===== src/rtl/riego_pkg.sv =====
// Shared types and defaults for the irrigation zone scheduler.
package riego_pkg;

    localparam int unsigned N_ZONES_DEF   = 4;
    localparam int unsigned MAX_SPEED_DEF = 255;

    typedef enum logic [2:0] {
        IDLE,
        OPEN,
        RAMP_UP,
        WATER,
        RAMP_DOWN,
        CLOSE,
        COOLDOWN
    } state_e;

    // True on the last cycle of a phase that lasts len cycles; len of 0 behaves like 1.
    function automatic logic phase_done(input logic [31:0] cnt, input int unsigned len);
        return ({1'b0, cnt} + 33'd1) >= {1'b0, len};
    endfunction

endpackage


===== src/rtl/riego_rr_arbiter.sv =====
// Round-robin zone picker: searches from the zone after the last grant, wrapping.
module riego_rr_arbiter
    import riego_pkg::*;
#(
    parameter  int unsigned N_ZONES = N_ZONES_DEF,
    localparam int unsigned ZW      = (N_ZONES > 1) ? $clog2(N_ZONES) : 1
) (
    input  logic               clk,
    input  logic               rst_n,
    input  logic [N_ZONES-1:0] i_req,
    input  logic               i_take,
    output logic               o_any,
    output logic [ZW-1:0]      o_pick
);

    logic [ZW-1:0] r_last;
    logic [ZW-1:0] w_idx;

    // NOTE: every combinational output gets a default first so no latch is inferred.
    always_comb begin
        o_any  = 1'b0;
        o_pick = r_last;
        w_idx  = '0;
        for (int k = 1; k <= int'(N_ZONES); k++) begin
            w_idx = ZW'((int'(r_last) + k) % int'(N_ZONES));
            if (!o_any && i_req[w_idx]) begin
                o_any  = 1'b1;
                o_pick = w_idx;
            end
        end
    end

    // NOTE: sequential state uses non-blocking assignments so all flops update together.
    always_ff @(posedge clk or negedge rst_n) begin
        if (!rst_n) begin
            r_last <= ZW'(N_ZONES - 1);
        end else if (i_take) begin
            r_last <= o_pick;
        end
    end

endmodule


===== src/rtl/riego_zone_scheduler.sv =====
// Shared-pump irrigation sequencer: grant a zone, open its valve, ramp the pump up,
// water, ramp down, close and cool down before the next zone.
module riego_zone_scheduler
    import riego_pkg::*;
#(
    parameter  int unsigned N_ZONES      = N_ZONES_DEF,
    parameter  int unsigned RAMP_DELAY   = 1000000,
    parameter  int unsigned MAX_SPEED    = MAX_SPEED_DEF,
    parameter  int unsigned VALVE_SETTLE = 5000000,
    parameter  int unsigned WATER_CYCLES = 250000000,
    parameter  int unsigned COOL_CYCLES  = 50000000,
    localparam int unsigned ZW           = (N_ZONES > 1) ? $clog2(N_ZONES) : 1
) (
    input  logic               clk,
    input  logic               rst_n,
    input  logic [N_ZONES-1:0] zone_req,
    input  logic               stop_all,
    output logic               pump_enable,
    output logic [7:0]         pump_speed,
    output logic [N_ZONES-1:0] valve,
    output logic [ZW-1:0]      active_zone,
    output logic               busy,
    output logic [N_ZONES-1:0] zone_done
);

    localparam logic [7:0] SPD_MAX = 8'(MAX_SPEED);

    state_e             r_state,  w_state_nxt;
    logic [31:0]        r_cnt,    w_cnt_nxt;
    logic [7:0]         r_speed,  w_speed_nxt;
    logic [ZW-1:0]      r_grant,  w_grant_nxt;
    logic               r_enable, w_enable_nxt;
    logic [N_ZONES-1:0] r_valve,  w_valve_nxt;
    logic [N_ZONES-1:0] r_done,   w_done_nxt;
    logic               r_busy;
    logic [N_ZONES-1:0] w_onehot;
    logic               w_any;
    logic [ZW-1:0]      w_pick;
    logic               w_take;
    logic               w_abort;

    riego_rr_arbiter #(.N_ZONES(N_ZONES)) u_arb (
        .clk    (clk),
        .rst_n  (rst_n),
        .i_req  (zone_req),
        .i_take (w_take),
        .o_any  (w_any),
        .o_pick (w_pick)
    );

    // stop_all and a dropped request of the granted zone both cut the sequence short.
    assign w_abort = stop_all || !zone_req[r_grant];

    always_comb begin
        w_state_nxt = r_state;
        w_cnt_nxt   = r_cnt + 32'd1;
        w_speed_nxt = r_speed;
        w_grant_nxt = r_grant;
        w_take      = 1'b0;
        unique case (r_state)
            IDLE: begin
                w_cnt_nxt = '0;
                if (w_any && !stop_all) begin
                    w_take      = 1'b1;
                    w_grant_nxt = w_pick;
                    w_state_nxt = OPEN;
                end
            end
            OPEN: begin
                if (w_abort)                               w_state_nxt = CLOSE;
                else if (phase_done(r_cnt, VALVE_SETTLE))  w_state_nxt = RAMP_UP;
            end
            RAMP_UP: begin
                if (w_abort) begin
                    w_state_nxt = RAMP_DOWN;
                end else if (r_speed >= SPD_MAX) begin
                    w_state_nxt = WATER;
                end else if (phase_done(r_cnt, RAMP_DELAY)) begin
                    w_speed_nxt = r_speed + 8'd1;
                    w_cnt_nxt   = '0;
                    if (r_speed + 8'd1 >= SPD_MAX) w_state_nxt = WATER;
                end
            end
            WATER: begin
                if (w_abort || phase_done(r_cnt, WATER_CYCLES)) w_state_nxt = RAMP_DOWN;
            end
            RAMP_DOWN: begin
                if (r_speed == 8'd0) begin
                    w_state_nxt = CLOSE;
                end else if (phase_done(r_cnt, RAMP_DELAY)) begin
                    w_speed_nxt = r_speed - 8'd1;
                    w_cnt_nxt   = '0;
                    if (r_speed == 8'd1) w_state_nxt = CLOSE;
                end
            end
            CLOSE:    w_state_nxt = COOLDOWN;
            COOLDOWN: begin
                if (phase_done(r_cnt, COOL_CYCLES)) w_state_nxt = IDLE;
            end
            default:  w_state_nxt = IDLE;
        endcase
        if (w_state_nxt != r_state) w_cnt_nxt = '0;
    end

    // Output values are derived from the next state so the registered outputs line up with it.
    always_comb begin
        w_onehot              = '0;
        w_onehot[w_grant_nxt] = 1'b1;
        w_enable_nxt = (w_state_nxt == RAMP_UP) || (w_state_nxt == WATER) ||
                       (w_state_nxt == RAMP_DOWN);
        w_valve_nxt  = (w_enable_nxt || (w_state_nxt == OPEN)) ? w_onehot : '0;
        w_done_nxt   = (w_state_nxt == CLOSE) ? w_onehot : '0;
    end

    always_ff @(posedge clk or negedge rst_n) begin
        if (!rst_n) begin
            r_state  <= IDLE;
            r_cnt    <= '0;
            r_speed  <= '0;
            r_grant  <= '0;
            r_enable <= 1'b0;
            r_valve  <= '0;
            r_done   <= '0;
            r_busy   <= 1'b0;
        end else begin
            r_state  <= w_state_nxt;
            r_cnt    <= w_cnt_nxt;
            r_speed  <= w_speed_nxt;
            r_grant  <= w_grant_nxt;
            r_enable <= w_enable_nxt;
            r_valve  <= w_valve_nxt;
            r_done   <= w_done_nxt;
            r_busy   <= (w_state_nxt != IDLE);
        end
    end

    assign pump_enable = r_enable;
    assign pump_speed  = r_speed;
    assign valve       = r_valve;
    assign active_zone = r_grant;
    assign busy        = r_busy;
    assign zone_done   = r_done;

endmodule

===== config.mk =====
export PLATFORM = sky130hd
export DESIGN_NAME = riego_zone_scheduler
export DESIGN_NICKNAME = d
export VERILOG_FILES = /design/src/rtl/riego_pkg.sv /design/src/rtl/riego_rr_arbiter.sv /design/src/rtl/riego_zone_scheduler.sv
export SDC_FILE = /design/constraint.sdc
export NUM_CORES = 1
export LEC_CHECK = 0
export ABC_AREA = 1
export CAP_MARGIN = 20
export CORE_UTILIZATION = 61
export DETAILED_ROUTE_END_ITERATION = 7
export MAX_ROUTING_LAYER = met4
export PLACE_DENSITY_LB_ADDON = 0.12
export SLEW_MARGIN = 20
export SYNTH_ARGS = -nofsm -noshare
export SYNTH_HDL_FRONTEND = slang
export SYNTH_HIERARCHICAL = 1
export SYNTH_SLANG_ARGS = --single-unit

===== constraint.sdc =====
create_clock -name clk -period 3.5 [get_ports clk]
set_input_delay 0.7 -clock clk [delete_from_list [all_inputs] [get_ports clk]]
set_output_delay 0.7 -clock clk [all_outputs]
set_load 0.005 [all_outputs]

==> impl_metrics.tcl <==
set metrics [dict create \
    grt_usage_pct 33.2 \
    synth_area_mm2 0.00438 \
    max_stage_delay_ns 0.42 \
    antennaDiodeCount 0 \
    synth-xor-area-share_pct 4.20 \
    boundaryPins 27 \
    synth-edff-count 0 \
    utilization_pct 73.6 \
    power_uw 3290 \
    synthDistinctLibCells 35 \
    cpMostUsedCell "nand2_1" \
    wire_per_inst_um 13.8 \
    worst_slack_ns 0.195 \
    grt_pass1_wl_mm 18.7 \
    first_pass_iters 8 \
    die_w_um 86.7 \
    fin_crit_sh_pct 94.4 \
    cts_tree "built" \
    syn_area_per_cell_um2 6.20 \
    core_area_mm2 0.00687 \
    setup-violations-final 0 \
    crit_path_top_delay_cell "dfrtp_1" \
    fin_crit_ns 3.30 \
    worst-setup-path-type "reg2reg" \
    grt_pass1_vias 4224 \
    hpwl_mm 8.55 \
    htree_levels 3 \
    clk_pin_slew_ns 0.08 \
    worstMarginPinSlew_ns 0.627 \
    clock_latency_ns 0.35 \
    vdd_drop_max_mv 0.518 \
    crit_path_cell_trace "ha_1 > nand2_1 > nor2_2 > nand3_1 > inv_1 > nand3_1 > nand2_1 > nand2_1 > nor2_1 > nand2_1 > nor2_1 > nand2_2 > nand2_1 > nand2_1 > nand2_1 > nand3_1 > o21ai_2 > nand4_4 > buf_12 > nor2_1" \
    dieArea_mm2 0.00752 \
    muxShareOfSynthArea_pct 0.257 \
    drive_gt1_share_pct 8.09 \
    slew_headroom_pct 58.2 \
    synthArstFlopShare_pct 100 \
    drv_cap 0 \
    hp-class "in2async" \
    cp.arrival_ns 3.57 \
    worstPathMaxFanout 13 \
    clockBufferDepth 2 \
    drtAntennaViolNets 0 \
    cts-root-buf "clkbuf_8" \
    antenna_found_initial 0 \
    port_buffers 26 \
    fmax_mhz 303 \
    hold_viol_final 0 \
    post-place-ws_ns 0.240 \
    critPathCaptureType "register" \
    cts_inserted_buffers 9 \
    netlist_instances 707 \
    leakage_uw 0.00238 \
    slew_viol_final 0 \
    drc 0 \
    wirelength_mm 11.7 \
    final_net_count 763 \
    hold_slack_ns 0.366 \
    rows 30 \
    layout-area-overhead-vs-synth_pct 15.4 \
    place_congestion 0.972 \
    synth-simple-area-share_pct 46.4 \
    yosysSeqAreaShare_pct 32.6 \
    skew_ns 0.0132 \
    die_h_um 86.7 \
    worstPathRequired_ns 3.76 \
    synth_top_family_by_area "simple AND/OR/NAND/NOR gates" \
    routed_via_density 5.33 \
    ys_seq_elements 57 \
    grt_max_degree 48 \
    yosys.area_share.adder_pct 2.00 \
    initial_core_util_pct 63.8 \
    ys.flop_type "dfrtp_1" \
    drt_iter0_drc 346 \
    power_density_mw_per_mm2 651 \
    status "finished clean" \
    vias 4531 \
    yosys_warnings 6 \
    cts.sinks 57 \
    hold_buffers 0 \
    overflow 0 \
    synth_compound_area_share_pct 6.00 \
    cp-start-kind "register" \
]
[metal layers]
layer  part of all wire [%]  wire length, um  vias to the layer above  track usage, %
met4                    3.2              376                        0            14.8
met2                     47             5560                      189            55.1
met1                     43             5020                     2011            40.6
li1                       -                -                     2289               -
met5                      0                0                        -               -
met3                    6.7              789                       42            4.29
[where the power goes]
part | leakage (uW) | internal, uW | switching [uW]
combinational | 0.00151 | 638 | 979
sequential | 0.000751 | 796 | 153
clock | 0.000115 | 437 | 290
total | 0.00238 | 1870 | 1420
[timing repair]
item,in CTS,in global routing
endpoints found under the setup margin,0,26
buffers inserted,0,4
resized for setup,0,2
[sequential cells by signal (all words and copies together), names as in the netlist]
signal,count
valve,4
u_arb/r_last,2
r_cnt,32
r_state,3
pump_speed,8
active_zone,2
pump_enable,1
busy,1
zone_done,4
[cell type report]
type | count | area [um2]
inverter | 85 | 322
clock buffer | 11 | 151
sequential | 57 | 1430
clock inverter | 5 | 77.6
tap | 96 | 120
timing repair buffer | 33 | 335
fill | 562 | 1810
multi-input combinational | 563 | 2620
[synthesized netlist by cell type (6+ instances only)]
cell,instances,area (um2)
nor2_2,12,75.1
o21ai_0,25,125
ha_1,7,87.6
xor2_1,15,131
nand2_1,238,893
xnor2_1,6,52.6
inv_1,82,308
nand3_1,58,290
a21oi_1,15,75.1
nand2_2,11,68.8
nand4_1,7,43.8
nor3_1,15,75.1
nor2_1,129,484
dfrtp_1,55,1380
[worst max-delay path: cells and delay by family, from the launching register on]
family	cells	cell delay, ns
AND/OR/NAND/NOR	16	1.93
flip-flops	1	0.42
buffers and inverters	2	0.35
AO/OA/AOI/OAI	1	0.31
adder cells (fa/ha/maj)	1	0.22
[logic make-up (layout without fill, tap and decap cells)]
logic type	Yosys count	after routing
AO/OA/AOI/OAI	48	48
flip-flops	57	57
XOR/XNOR	21	21
multiplexers	1	1
adder cells (fa/ha/maj)	7	7
AND/OR/NAND/NOR	481	482
buffers and inverters	91	134
other	1	4
[final timing paths]
kind	startpoint	to	slack (ns)	cells after the start
max reg2reg	r_cnt[0]	r_cnt[16]	0.20	20
min reg2reg	u_arb/r_last[1]	u_arb/r_last[1]	0.51	2
min	rst_n	r_cnt[11]	0.37	1
max	r_cnt[0]	r_cnt[16]	0.20	20
max in group asynchronous	rst_n	u_arb/r_last[1]	2.44	2
min in group clk	u_arb/r_last[1]	u_arb/r_last[1]	0.51	2
[placed cells by master, fill, tap and decap left out, types with 2 or more instances in the layout]
| cell type | synthesis | layout |
|---|---|---|
| a21oi_1 | 15 | 15 |
| buf_12 | 0 | 2 |
| buf_4 | 0 | 6 |
| bufinv_16 | 0 | 2 |
| clkbuf_8 | 0 | 11 |
| clkdlybuf4s50_1 | 0 | 25 |
| clkinv_2 | 0 | 2 |
| conb_1 | 1 | 4 |
| dfrtp_1 | 55 | 55 |
| dfstp_2 | 2 | 2 |
| ha_1 | 7 | 7 |
| inv_1 | 82 | 82 |
| inv_2 | 2 | 2 |
| nand2_1 | 238 | 238 |
| nand2_2 | 11 | 11 |
| nand3_1 | 58 | 57 |
| nand3b_1 | 3 | 3 |
| nand4_1 | 7 | 7 |
| nand4_4 | 1 | 2 |
| nor2_1 | 129 | 129 |
| nor2_2 | 12 | 12 |
| nor2_4 | 2 | 2 |
| nor3_1 | 15 | 15 |
| nor4_1 | 2 | 2 |
| o211ai_1 | 3 | 3 |
| o21ai_0 | 25 | 25 |
| xnor2_1 | 6 | 6 |
| xor2_1 | 15 | 15 |
[metrics by stage]
step | instances | setup TNS [ns] | instance area [um2]
global route | 850 | -0.0698 | 5060
finish | 850 | 0 | 5060
CTS | 845 | 0 | 4970
floorplan | 710 | 0 | 4390
global placement | 829 | 0 | 4740
detailed placement | 829 | 0 | 4740
Note: power is estimated with default switching activity, not from simulation.
==> RTL edit, RTL diff (config.mk and constraints unchanged) <==
Change the parameter `COOL_CYCLES` from 50000000 to 37500000.
--- a/src/rtl/riego_zone_scheduler.sv
+++ b/src/rtl/riego_zone_scheduler.sv
@@ -9,5 +9,5 @@
     parameter  int unsigned VALVE_SETTLE = 5000000,
     parameter  int unsigned WATER_CYCLES = 250000000,
-    parameter  int unsigned COOL_CYCLES  = 50000000,
+    parameter  int unsigned COOL_CYCLES  = 37500000,
     localparam int unsigned ZW           = (N_ZONES > 1) ? $clog2(N_ZONES) : 1
 ) (
Behaviour: no difference found for any inputs over 10 cycles, from zero or initial values and one cycle with rst_n low; that may be too few to reach the edited logic, so the function may still have changed.
==> RTL edit against the original RTL <==
Sequential cell count unchanged; via count increased by 4.7%; area after synthesis grew 9.8%; setup slack gained 150 ps; power up 4.2%; global-route usage decreased by 1.5 points; worst hold slack lost 3.2 ps; fmax rose by 4.8%; critical path depth is 1 higher; count of clock-buffer cells in the layout down 2; non-clock buffer count fell by 1; final area rose by 6.9%; wire length grew 4.3%; critical path type unchanged.
==> RTL edit: results (changes against the original RTL) <==
metric,value,unit,change
status,finished clean,,
Post-synth top cells,"nand2_1 (257), nor2_1 (111), inv_1 (76), nand3_1 (63), dfrtp_1 (55)",,
Layout fillers,699,,+24%
Routability Congestion,0.9163,,-5.7%
clk cell area share,4.050,%,-0.48 points
ys async rst share,100.0,%,unchanged
slowest CP cell,dfrtp_1,,
Hold WC Path Type,input port to async pin,,
drt first pass iters,6,,-2
CTS max path bufs,2,,unchanged
Overall Global Routing Usage,31.75,%,-1.5 points
WL final,12250,µm,+4.3%
first-pass GRT wire length,20310,µm,+8.8%
Seq/total area,26.43,%,-1.8 points
multi-input gates,603,,+7.1%
FF-to-FF path depth,21,,+5.0%
max FFs per register,32,,unchanged
worst-margin pin slew,573.7,ps,-53.26 ps
clk_lat worst skew,340,ps,
root buffer cell,clkbuf_8,,
Leak,2.517,nW,+5.9%
Area contributors post-synth,"dfrtp_1 (29%), nand2_1 (20%), nor2_1 (8.7%), nand3_1 (6.6%), inv_1 (5.9%)",,
register area share after synthesis,29.70,%,-2.9 points
CP Capture Point,r_cnt[21]$_DFF_PN0_,,
peak supply drop,0.6690,mV,+29%
DP Wirelength,9623,µm,+13%
largest net degree at the start of global routing,44,,-8.3%
Vias per Instance,5.266,,-1.2%
largest reg by FF count,r_cnt,,
CP max FO,8,,-5
Inverters,91,,+7.1%
count of cell types in the netlist,41,,+17%
Sw Ratio,46.48,%,+3.3 points
fraction of area in multi-input gates,54.96,%,+3.1 points
clk_skew,9.965,ps,-3.254 ps
nonclk buf count,32,,-3.0%
antenna diode count,0,,unchanged
# nets final,807,,+5.8%
DRT iter0 DRCs,286,,-17%
R2R Setup Slk,350,ps,+150 ps
Worst Path Arrival,3380,ps,-190 ps
postcts setup bufs,0,,unchanged
vias in the first global route,4584,,+8.5%
max incr delay on CP,390,ps,-30 ps
"delay-heaviest family, CP",simple AND/OR/NAND/NOR gates,,
buffer share of cell area,5.832,%,-0.80 points
clock-pin slew on the worst setup and hold paths,70,ps,
layout cells sized above 1,14.52,%,+6.4 points
-- RTL edit: cell types whose count changed in the layout (fill, tap and decap cells not counted), moves of 8 or more --
cell	before	now
nor3_1	15	7
inv_2	2	12
nor2_2	12	24
nor2_4	2	21
nand2_1	238	257
nor2_1	129	111
-- RTL edit: power by group through the flow --
stage | clock, mW | combinational (mW) | sequential (mW)
CTS | 0.697 | 1.81 | 0.934
floorplan | 0 | 1.40 | 0.880
global placement | 0 | 1.76 | 0.944
detailed placement | 0 | 1.80 | 0.944
global route | 0.729 | 2.00 | 0.958
finish | 0.684 | 1.81 | 0.937
-- RTL edit: metal layers --
metal,routed length [µm],track usage [%],part of all wire [%]
met1,5243,38.21,43
met2,5991,53.66,49
met3,695,4.882,5.7
met4,322,12.17,2.6
met5,0,-,0
-- RTL edit: per-stage QoR --
step                      std cells  instance area, µm²  total power [mW]  hold WS (ps)  worst slack, ps
final                           901                5406             3.432         362.4            345.4
after global routing            901                5406             3.683         397.8            36.37
after CTS                       901                5404             3.446         520.0            349.2
after detailed placement        885                5185             2.747         509.4            264.1
after global placement          885                5185             2.701         502.7            393.1
after floorplan                 762                4822             2.285         404.4            921.7
-- RTL edit: cell families (layout without fill, tap and decap cells) --
family | count (synthesis) | in the layout | share of synthesized area [%]
xor+xnor | 15 | 15 | 2.887
flops | 57 | 57 | 29.70
compound gates | 48 | 48 | 5.566
mux | 1 | 1 | 0.2341
fa+ha+maj | 6 | 6 | 1.560
buf+inv | 102 | 139 | 8.765
other cells | 1 | 4 | 0.07795
simple gates | 529 | 529 | 51.21
